--- src/rtl/rv_uart_top_core.sv ---
// UART stream/benchmark engine: receives a length, streams ack-paced words, then reports the transfer cycle count.
// Also drives the board status outputs: LEDs, scanned seven-segment display, clk/2 and idle SPI pins.
module rv_uart_top_core #(
    parameter int          CLKS_PER_BIT = 32,
    parameter int          SCAN_BITS    = 14,
    parameter logic [95:0] KEY_REF      = 96'h3cf3cf3cf3cf_30c30c_bae_3cf
) (
    input  logic        clk,
    input  logic        Rst,
    input  logic        rx,
    output logic        tx,
    input  logic        prog,
    input  logic        debug,
    input  logic [4:0]  debug_input,
    input  logic [95:0] key,
    input  logic        miso,
    output logic        mosi,
    output logic        cs,
    output logic        clk_out,
    output logic [6:0]  sev_out,
    output logic [7:0]  an,
    output logic [15:0] led
);
    localparam int CW = $clog2(CLKS_PER_BIT);
    localparam logic [CW-1:0] FULL = CW'(CLKS_PER_BIT - 1);
    localparam logic [CW-1:0] HALF = CW'(CLKS_PER_BIT / 2 - 1);

    typedef enum logic [2:0] {S_IDLE, S_GET_LEN, S_SEND_WORD, S_WAIT_ACK, S_SEND_CNT} state_t;

    state_t         state, next_state;
    logic           rx_s1, rx_s2, rx_d, rx_busy, rx_valid, frame_err;
    logic [CW-1:0]  rx_cnt, tx_cnt;
    logic [3:0]     rx_bit, tx_bit;
    logic [7:0]     rx_shift, rx_data, last_rx, tx_byte;
    logic           tx_busy, tx_ready, tx_start, len_done, key_ok;
    logic [8:0]     tx_shift;
    logic [1:0]     byte_sel;
    logic [31:0]    len_n, idx, count, len_next, disp_val;
    logic [SCAN_BITS-1:0] scan_cnt;
    logic [2:0]     digit;
    logic [3:0]     nibble;
    logic [6:0]     seg_on;

    // Receiver: bit 0 is the start bit (checked at half a bit), bits 1..8 data, bit 9 the stop sample.
    always_ff @(posedge clk) begin
        if (Rst) begin
            rx_s1     <= 1'b1;
            rx_s2     <= 1'b1;
            rx_d      <= 1'b1;
            rx_busy   <= 1'b0;
            rx_cnt    <= '0;
            rx_bit    <= '0;
            rx_shift  <= '0;
            rx_data   <= '0;
            rx_valid  <= 1'b0;
            frame_err <= 1'b0;
        end else begin
            rx_s1    <= rx;
            rx_s2    <= rx_s1;
            rx_d     <= rx_s2;
            rx_valid <= 1'b0;
            if (!rx_busy) begin
                if (rx_d && !rx_s2) begin
                    rx_busy <= 1'b1;
                    rx_cnt  <= '0;
                    rx_bit  <= '0;
                end
            end else if (rx_bit == 4'd0) begin
                if (rx_cnt == HALF) begin
                    rx_cnt <= '0;
                    if (rx_s2) rx_busy <= 1'b0;
                    else       rx_bit  <= 4'd1;
                end else begin
                    rx_cnt <= rx_cnt + 1'b1;
                end
            end else if (rx_cnt == FULL) begin
                rx_cnt <= '0;
                if (rx_bit == 4'd9) begin
                    rx_busy <= 1'b0;
                    if (rx_s2) begin
                        rx_valid <= 1'b1;
                        rx_data  <= rx_shift;
                    end else begin
                        frame_err <= 1'b1;
                    end
                end else begin
                    rx_shift <= {rx_s2, rx_shift[7:1]};
                    rx_bit   <= rx_bit + 1'b1;
                end
            end else begin
                rx_cnt <= rx_cnt + 1'b1;
            end
        end
    end

    // Accepting a new byte in the final stop-bit cycle keeps consecutive frames gap-free.
    assign tx_ready = !tx_busy || (tx_bit == 4'd9 && tx_cnt == FULL);

    always_ff @(posedge clk) begin
        if (Rst) begin
            tx       <= 1'b1;
            tx_busy  <= 1'b0;
            tx_cnt   <= '0;
            tx_bit   <= '0;
            tx_shift <= '1;
        end else if (tx_start) begin
            tx       <= 1'b0;
            tx_busy  <= 1'b1;
            tx_cnt   <= '0;
            tx_bit   <= '0;
            tx_shift <= {1'b1, tx_byte};
        end else if (tx_busy) begin
            if (tx_cnt == FULL) begin
                tx_cnt <= '0;
                if (tx_bit == 4'd9) begin
                    tx_busy <= 1'b0;
                    tx      <= 1'b1;
                end else begin
                    tx       <= tx_shift[0];
                    tx_shift <= {1'b1, tx_shift[8:1]};
                    tx_bit   <= tx_bit + 1'b1;
                end
            end else begin
                tx_cnt <= tx_cnt + 1'b1;
            end
        end
    end

    always_ff @(posedge clk) begin
        if (Rst) state <= S_IDLE;
        else     state <= next_state;
    end

    assign len_next = {rx_data, len_n[31:8]};
    assign len_done = (state == S_GET_LEN) && rx_valid && (byte_sel == 2'd3) && !prog;

    always_comb begin
        next_state = state;
        case (state)
            S_IDLE:      if (rx_valid && rx_data == 8'h01) next_state = S_GET_LEN;
            S_GET_LEN:   if (len_done) next_state = (len_next == 32'd0) ? S_SEND_CNT : S_SEND_WORD;
            S_SEND_WORD: if (tx_start && byte_sel == 2'd3) next_state = S_WAIT_ACK;
            S_WAIT_ACK:  if (rx_valid) begin
                             if (rx_data == 8'h00 && idx + 32'd1 == len_n) next_state = S_SEND_CNT;
                             else                                          next_state = S_SEND_WORD;
                         end
            S_SEND_CNT:  if (tx_start && byte_sel == 2'd3) next_state = S_IDLE;
            default:     next_state = S_IDLE;
        endcase
        if (prog) next_state = S_IDLE;
    end

    always_comb begin
        tx_start = 1'b0;
        tx_byte  = 8'h00;
        case (state)
            S_SEND_WORD: begin
                tx_start = tx_ready && !prog;
                tx_byte  = idx[{byte_sel, 3'b000} +: 8];
            end
            S_SEND_CNT: begin
                tx_start = tx_ready && !prog;
                tx_byte  = count[{byte_sel, 3'b000} +: 8];
            end
            default: ;
        endcase
    end

    // byte_sel restarts on every state change, so each state sees its bytes numbered from 0.
    always_ff @(posedge clk) begin
        if (Rst) begin
            byte_sel <= '0;
            len_n    <= '0;
            idx      <= '0;
            count    <= '0;
            last_rx  <= '0;
            key_ok   <= 1'b0;
            clk_out  <= 1'b0;
            scan_cnt <= '0;
            digit    <= '0;
            an       <= 8'hFE;
        end else begin
            if (state != next_state)
                byte_sel <= '0;
            else if ((state == S_GET_LEN && rx_valid) || tx_start)
                byte_sel <= byte_sel + 1'b1;
            if (state == S_GET_LEN && rx_valid) len_n <= len_next;
            if (len_done) begin
                idx   <= '0;
                count <= '0;
            end else begin
                if (state == S_WAIT_ACK && rx_valid && rx_data == 8'h00 && !prog) idx <= idx + 32'd1;
                if ((state == S_SEND_WORD || state == S_WAIT_ACK) && count != 32'hFFFF_FFFF)
                    count <= count + 32'd1;
            end
            if (rx_valid) last_rx <= rx_data;
            key_ok   <= (key == KEY_REF);
            clk_out  <= ~clk_out;
            scan_cnt <= scan_cnt + 1'b1;
            if (&scan_cnt) begin
                digit <= digit + 1'b1;
                an    <= {an[6:0], an[7]};
            end
        end
    end

    always_comb begin
        disp_val = count;
        if (debug) begin
            case (debug_input)
                5'd0:    disp_val = len_n;
                5'd1:    disp_val = idx;
                5'd2:    disp_val = count;
                5'd3:    disp_val = {24'd0, last_rx};
                default: disp_val = 32'd0;
            endcase
        end
    end

    assign nibble = disp_val[{digit, 2'b00} +: 4];

    always_comb begin
        case (nibble)
            4'h0: seg_on = 7'h3F;
            4'h1: seg_on = 7'h06;
            4'h2: seg_on = 7'h5B;
            4'h3: seg_on = 7'h4F;
            4'h4: seg_on = 7'h66;
            4'h5: seg_on = 7'h6D;
            4'h6: seg_on = 7'h7D;
            4'h7: seg_on = 7'h07;
            4'h8: seg_on = 7'h7F;
            4'h9: seg_on = 7'h6F;
            4'hA: seg_on = 7'h77;
            4'hB: seg_on = 7'h7C;
            4'hC: seg_on = 7'h39;
            4'hD: seg_on = 7'h5E;
            4'hE: seg_on = 7'h79;
            default: seg_on = 7'h71;
        endcase
    end

    assign sev_out = ~seg_on;
    assign led     = {last_rx, 5'b00000, frame_err, state != S_IDLE, key_ok};
    assign cs      = 1'b1;
    // The SPI port is parked; folding miso into the constant gives it a load.
    assign mosi    = miso | 1'b1;
endmodule

--- config.mk ---
export PLATFORM = sky130hd
export DESIGN_NAME = rv_uart_top_core
export DESIGN_NICKNAME = d
export VERILOG_FILES = /design/src/rtl/rv_uart_top_core.sv
export SDC_FILE = /design/constraint.sdc
export NUM_CORES = 1
export LEC_CHECK = 0
export ABC_AREA = 1
export ABC_CLOCK_PERIOD_IN_PS = 5000
export CELL_PAD_IN_SITES_DETAIL_PLACEMENT = 0
export CELL_PAD_IN_SITES_GLOBAL_PLACEMENT = 1
export CORE_UTILIZATION = 43
export DETAILED_ROUTE_END_ITERATION = 6
export HOLD_SLACK_MARGIN = 0.15
export PLACE_DENSITY = 0.87
export SLEW_MARGIN = 20
export SYNTH_ARGS = -nofsm -noshare
export SYNTH_HDL_FRONTEND = slang
export SYNTH_SLANG_ARGS = --single-unit
--- constraint.sdc ---
create_clock -name clk -period 5 [get_ports clk]
set_clock_uncertainty 0.1 [all_clocks]
set_input_delay 0.75 -clock clk [delete_from_list [all_inputs] [get_ports clk]]
set_output_delay 0.75 -clock clk [all_outputs]
set_load 0.005 [all_outputs]
# Word level (Yosys, flattened, before mapping)
# Memories as Yosys holds them, arrays and structs flattened.
# Cells that the tools add are included.
dict set report op_classes {
  add_sub_neg 9
  eq_ne 23
  shift 3
  muxes 46
  bitwise_logic 8
  reduce_logical 41
}
# op count
set op_table {}
lappend op_table {{$pmux W32 S4} 1}
lappend op_table {{$eq A96 B94 Y1 const B} 1}
lappend op_table {{$add A32 B1 Y32 const B} 2}
lappend op_table {{$shiftx A32 B6 Y8} 2}
lappend op_table {{$eq A32 B32 Y1} 1}
lappend op_table {{$logic_not A32 Y1} 1}
lappend op_table {{$mux W32} 1}
lappend op_table {{$mux W8} 4}
lappend op_table {{$ne A32 B32 Y1 const B} 1}
lappend op_table {{$shiftx A32 B6 Y4} 1}
lappend op_table {{$mux W5} 6}
lappend op_table {{$mux W4} 7}
lappend op_table {{$mux W3} 8}
lappend op_table {{$mux W1} 17}
lappend op_table {{$pmux W8 S2} 1}
lappend op_table {{$pmux W3 S5} 1}
lappend op_table {{$reduce_and A5 Y1} 3}
lappend op_table {{$add A14 B1 Y14 const B} 1}
lappend op_table {{$reduce_and A14 Y1} 1}
lappend op_table {{$logic_and A1 B1 Y1} 13}
lappend op_table {{$add A5 B1 Y5 const B} 2}
lappend op_table {{$eq A5 B2 Y1 const B} 2}
lappend op_table {{$eq A5 B5 Y1 const B} 2}
lappend op_table {{$add A4 B1 Y4 const B} 2}
lappend op_table {{30 further kinds} 49}
dict set report word_totals {
  ff_bits 186
  mem_bits_ro 112
  in_bits 107
  out_inout_bits 35
  wordCells 157
  n_memories 1
}
# memory words width rd rd_ports_with_merged_regs wr line
set mem_list {}
lappend mem_list {{(name not given)} 16 7 1 0 0 223} ;# case (nibble)

# Logic depth before layout (Yosys ltp)
dict set report logic_depth {
  ltp_word 11
  mapped_depth 20
  mapped_depth_nobuf 20
}

# Least setup slack after synthesis
# OpenSTA, ideal clock, no wires.
dict set report synth_path {
  path_type {input -> output}
  startpoint {in debug_input[3]}
  endpoint {out sev_out[1]}
  arrival_time_ps 2758
  required_ps 4150
  path_slack_ps 1392
  path_stages 13
  n_path_buf 2
  cell_sequence {nor2_1 nand3_1 buf_2 buf_1 o22ai_1 o31ai_1 o211ai_1 nand2_1 nand2_1 inv_1 ha_1 o21ai_0 o21a_1}
}
dict set report synth_between {
  elab_chain_len 6
  elab_cells_between_ends 9
  cone_classes {3 x eq/ne; 1 x shift; 2 x mux; 1 x bitwise; 1 x reduce/logical; 1 x memory}
}
# element line
set synth_rtl {}
lappend synth_rtl {{from (decl)} 14} ;# input logic [4:0] debug_input,
lappend synth_rtl {{$eq A5 B2 Y1, or another cell as far along} 210} ;# case (debug_input)
lappend synth_rtl {{$pmux W32 S4 (*)} 210}
lappend synth_rtl {{$mux W32 (*)} 209} ;# if (debug) begin
lappend synth_rtl {{$shiftx A32 B6 Y4 (*)} 220} ;# assign nibble = disp_val[{digit, 2'b00} +: 4];
lappend synth_rtl {{$mem_v2 Z16 W7 (*)} -}
lappend synth_rtl {{$not A7 Y7 (*)} 243} ;# assign sev_out = ~seg_on;
lappend synth_rtl {{to (decl)} 20} ;# output logic [6:0] sev_out,
# Mark *: on every way between the ends. The rest lies on a longest branch, timed or not.

# Final worst setup path
dict set report layout_path {
  startpoint {in debug_input[0]}
  endpoint {out sev_out[0]}
}
# Same word-level chain as after synthesis.

==> reports/metrics.yaml <==
critical_path:
  cp-end-kind: "primary output"
  r2r_start: "idx[9]"
  ff2ff_setup_slack_ns: 2.10
  required_ns: 4.15
  crit_fanout: 13
  regToRegEndpoint: "byte_sel[1]"
  crit_arrival_ns: 3.88
  crit_type: "in -> out"
  rr_worst_depth: 16
  critPathLaunchType: "input pin"
min_path:
  min_path_type: "reg -> reg"
  min_to: "rx_s2"
  min_from: "rx_s1"
  hold_depth: 1
timing:
  drv_slew: 0
  fmax_ghz: 0.212
  min_period_over_period_pct: 94.6
  fin_hold_ws_ns: 0.319
  setup_tns_ns: 0
  setup_viol: 0
  rsz0062_at_grt: "yes"
  period_needed_ns: 4.73
  hold_viol: 0
  worst_pin_slew_ns: 0.821
  worst_slack_ns: 0.272
  slew_headroom_pct: 45.3
place:
  numPortBuffers: 133
  finalWeightedCongestion: 0.997
  place_inst: 2162
  post-place-ws_ns: 0.280
  dpl_cell_area_mm2: 0.0129
  dp_hpwl_mm: 29.6
power_and_ir_drop:
  p_seq_share_pct: 48.5
  pwr_density_cell_mw_per_mm2: 227
  leakage_nw: 5.14
  pwr-share-clk_pct: 45.9
  ir_drop_v: 0.000192
  combPwrFrac_pct: 5.6
  power_switching_mw: 0.815
  swShare_pct: 26.5
  p_int_mw: 2.26
  power.total_mw: 3.08
floorplan:
  rows: 59
  start_util_pct: 43.6
  ios: 142
  core_mm2: 0.0260
  die_width_um: 164
  die_area_mm2: 0.0270
  die_y_um: 164
final_layout:
  layout.nets: 1975
  antenna_cells: 0
  area_delta_synth_final_pct: 19.4
  layout-drive-gt1-share_pct: 6.29
  instances_no_fill: 2194
  finalInstanceArea_mm2: 0.0135
  finalCoreUtilization_pct: 52.1
grt:
  grt_pass1_wl_mm: 59.5
  grtUsageTotal_pct: 28.7
  antenna_found_initial: 0
  grt_max_degree: 63
  overflow: 0
  grt_pass1_vias: 11100
routing:
  postRouteAntennaNets: 0
  wl_mm: 38.1
  drtIter0Drc: 973
  wl_per_cell_um: 17.4
  drt_first_pass_iters: 7
  drc: 2
  vias: 12000
  vias_per_cell: 5.48
synthesis:
  seq_area_frac_synth_pct: 32.8
  ys_types: 47
  syn_area_mm2: 0.0113
  synth_top_area_cell: "dfxtp_1"
  yosysTopAreaCellShare_pct: 32.8
  synth.avg_cell_area_um2: 6.49
  synth-edff-count: 0
  ys_ff_latch: 186
  synth-async-reset-ratio_pct: 0
  netlist_instances: 1747
  yosys_warnings: 0
  synth_ff_type: "dfxtp_1"
  synth.area.top_cells: "dfxtp_1 (33%), nand2_1 (12%), a21oi_1 (7.5%)"
clock_network:
  cts_setup_buffers: 0
  clock_sinks: 186
  cts_tree: "yes"
  numCtsBuffers: 17
  cts_hold_buf: 0
  htree_levels: 4
  clockBufferDepth: 2
  root_buffer: "clkbuf_16"
  clk_latency_ns: 0.46
  clk_pin_slew_ns: 0.09
status:
  violations: "design-rule violations"
  status: "complete, but fails checks"
flow_run:
  max-cap-violations: 0
## placed cells by master, fill, tap and decap left out, types with 13 or more instances in the layout
cell type / netlist / final
nand2_1: 353 / 351
nand3_1: 125 / 125
o221ai_1: 22 / 22
nor2_1: 180 / 179
xor2_1: 15 / 15
nand2_2: 19 / 21
nor3_1: 24 / 24
clkbuf_16: 0 / 17
inv_1: 215 / 214
a21oi_1: 169 / 169
ha_1: 22 / 22
nand4_1: 30 / 30
clkdlybuf4s50_1: 0 / 132
o22ai_1: 16 / 16
nor2_2: 12 / 13
o21ai_0: 161 / 161
dfxtp_1: 186 / 186
o211ai_1: 36 / 36
nor4_1: 15 / 15
## worst max path at each step
stage,startpoint,to,cells after the start
after floorplan,debug_input[3],sev_out[1],13
after detailed placement,debug_input[0],sev_out[0],17
final,debug_input[0],sev_out[0],17
after global placement,debug_input[0],sev_out[0],17
after global routing,debug_input[3],sev_out[4],17
after CTS,debug_input[3],sev_out[1],13
## state kept, by name, indices dropped and copies added (netlist names), 2 cells and up
| name | count |
|---|---|
| an | 8 |
| byte_sel | 2 |
| count | 32 |
| digit | 3 |
| idx | 32 |
| last_rx | 8 |
| len_n | 32 |
| rx_bit | 4 |
| rx_cnt | 5 |
| rx_data | 8 |
| rx_shift | 8 |
| scan_cnt | 14 |
| state | 3 |
| tx_bit | 4 |
| tx_cnt | 5 |
| tx_shift | 8 |
## worst max-delay path, cell delays in order
cell and delay (ns):
clkdlybuf4s50_1 0.50, inv_1 0.06, nand3_1 0.14, nand2_1 0.15
inv_1 0.35, o211ai_1 0.13, nand2_1 0.10, nand2_1 0.05
o211ai_1 0.13, nand2_1 0.20, inv_1 0.16, ha_1 0.22
inv_1 0.07, nor2_1 0.09, inv_1 0.07, a32oi_1 0.17
clkdlybuf4s50_1 0.52
## power by group through the flow
stage	Sequential [mW]	Combinational, mW	Clock (mW)
2_1_floorplan	1.52	0.0659	0
3_3_place_gp	1.53	0.170	0
3_5_place_dp	1.53	0.172	0
4_1_cts	1.49	0.173	1.43
5_1_grt	1.49	0.188	1.49
6_report	1.49	0.172	1.41
## Yosys cell counts (3+ instances only)
cell / instances
nand2_1: 353
inv_1: 215
dfxtp_1: 186
nor2_1: 180
a21oi_1: 169
o21ai_0: 161
nand3_1: 125
clkbuf_1: 47
o211ai_1: 36
nand4_1: 30
nor3_1: 24
ha_1: 22
o221ai_1: 22
nand2_2: 19
o22ai_1: 16
nor4_1: 15
xor2_1: 15
nor2_2: 12
buf_4: 10
buf_1: 8
buf_2: 7
a211oi_1: 6
inv_2: 6
nor2_4: 6
or2_2: 6
nor3b_1: 5
a31oi_1: 4
nand3_2: 4
xnor2_1: 4
nor2_8: 3
nor3_2: 3
o21a_1: 3
o31ai_1: 3
## area by class of cell
type,instances,area (µm²)
clock inverter,15,186
clock buffer,17,425
timing repair buffer,147,1460
inverter,223,837
tap,335,419
sequential,186,3720
fill,2676,12500
multi-input combinational,1271,6490
## cells by family (layout without fill, tap and decap cells)
family | count (synthesis) | after routing | synth area share [%]
AND/OR/NAND/NOR | 794 | 794 | 31.5
adder cells (fa/ha/maj) | 22 | 22 | 2.43
AO/OA/AOI/OAI | 427 | 427 | 21.1
buffers and inverters | 295 | 402 | 10.2
other | 2 | 7 | 0.0662
XOR/XNOR | 21 | 21 | 1.87
flip-flops | 186 | 186 | 32.8
## routing by layer
metal  vias to the layer above  global-route usage (%)  share of wire [%]
met1                      5489                    36.4                 44
met2                       433                    49.4                 47
li1                       6022                       -                  -
met4                         0                    10.6                3.1
met5                         -                       0                  0
met3                        78                    4.14                5.9
## what timing repair did
item                       4_1_cts  5_1_grt
hold endpoints to repair         0        0
setup endpoints to repair        0        2
resized for setup                0        1
Power figures use the tool's default switching activity.
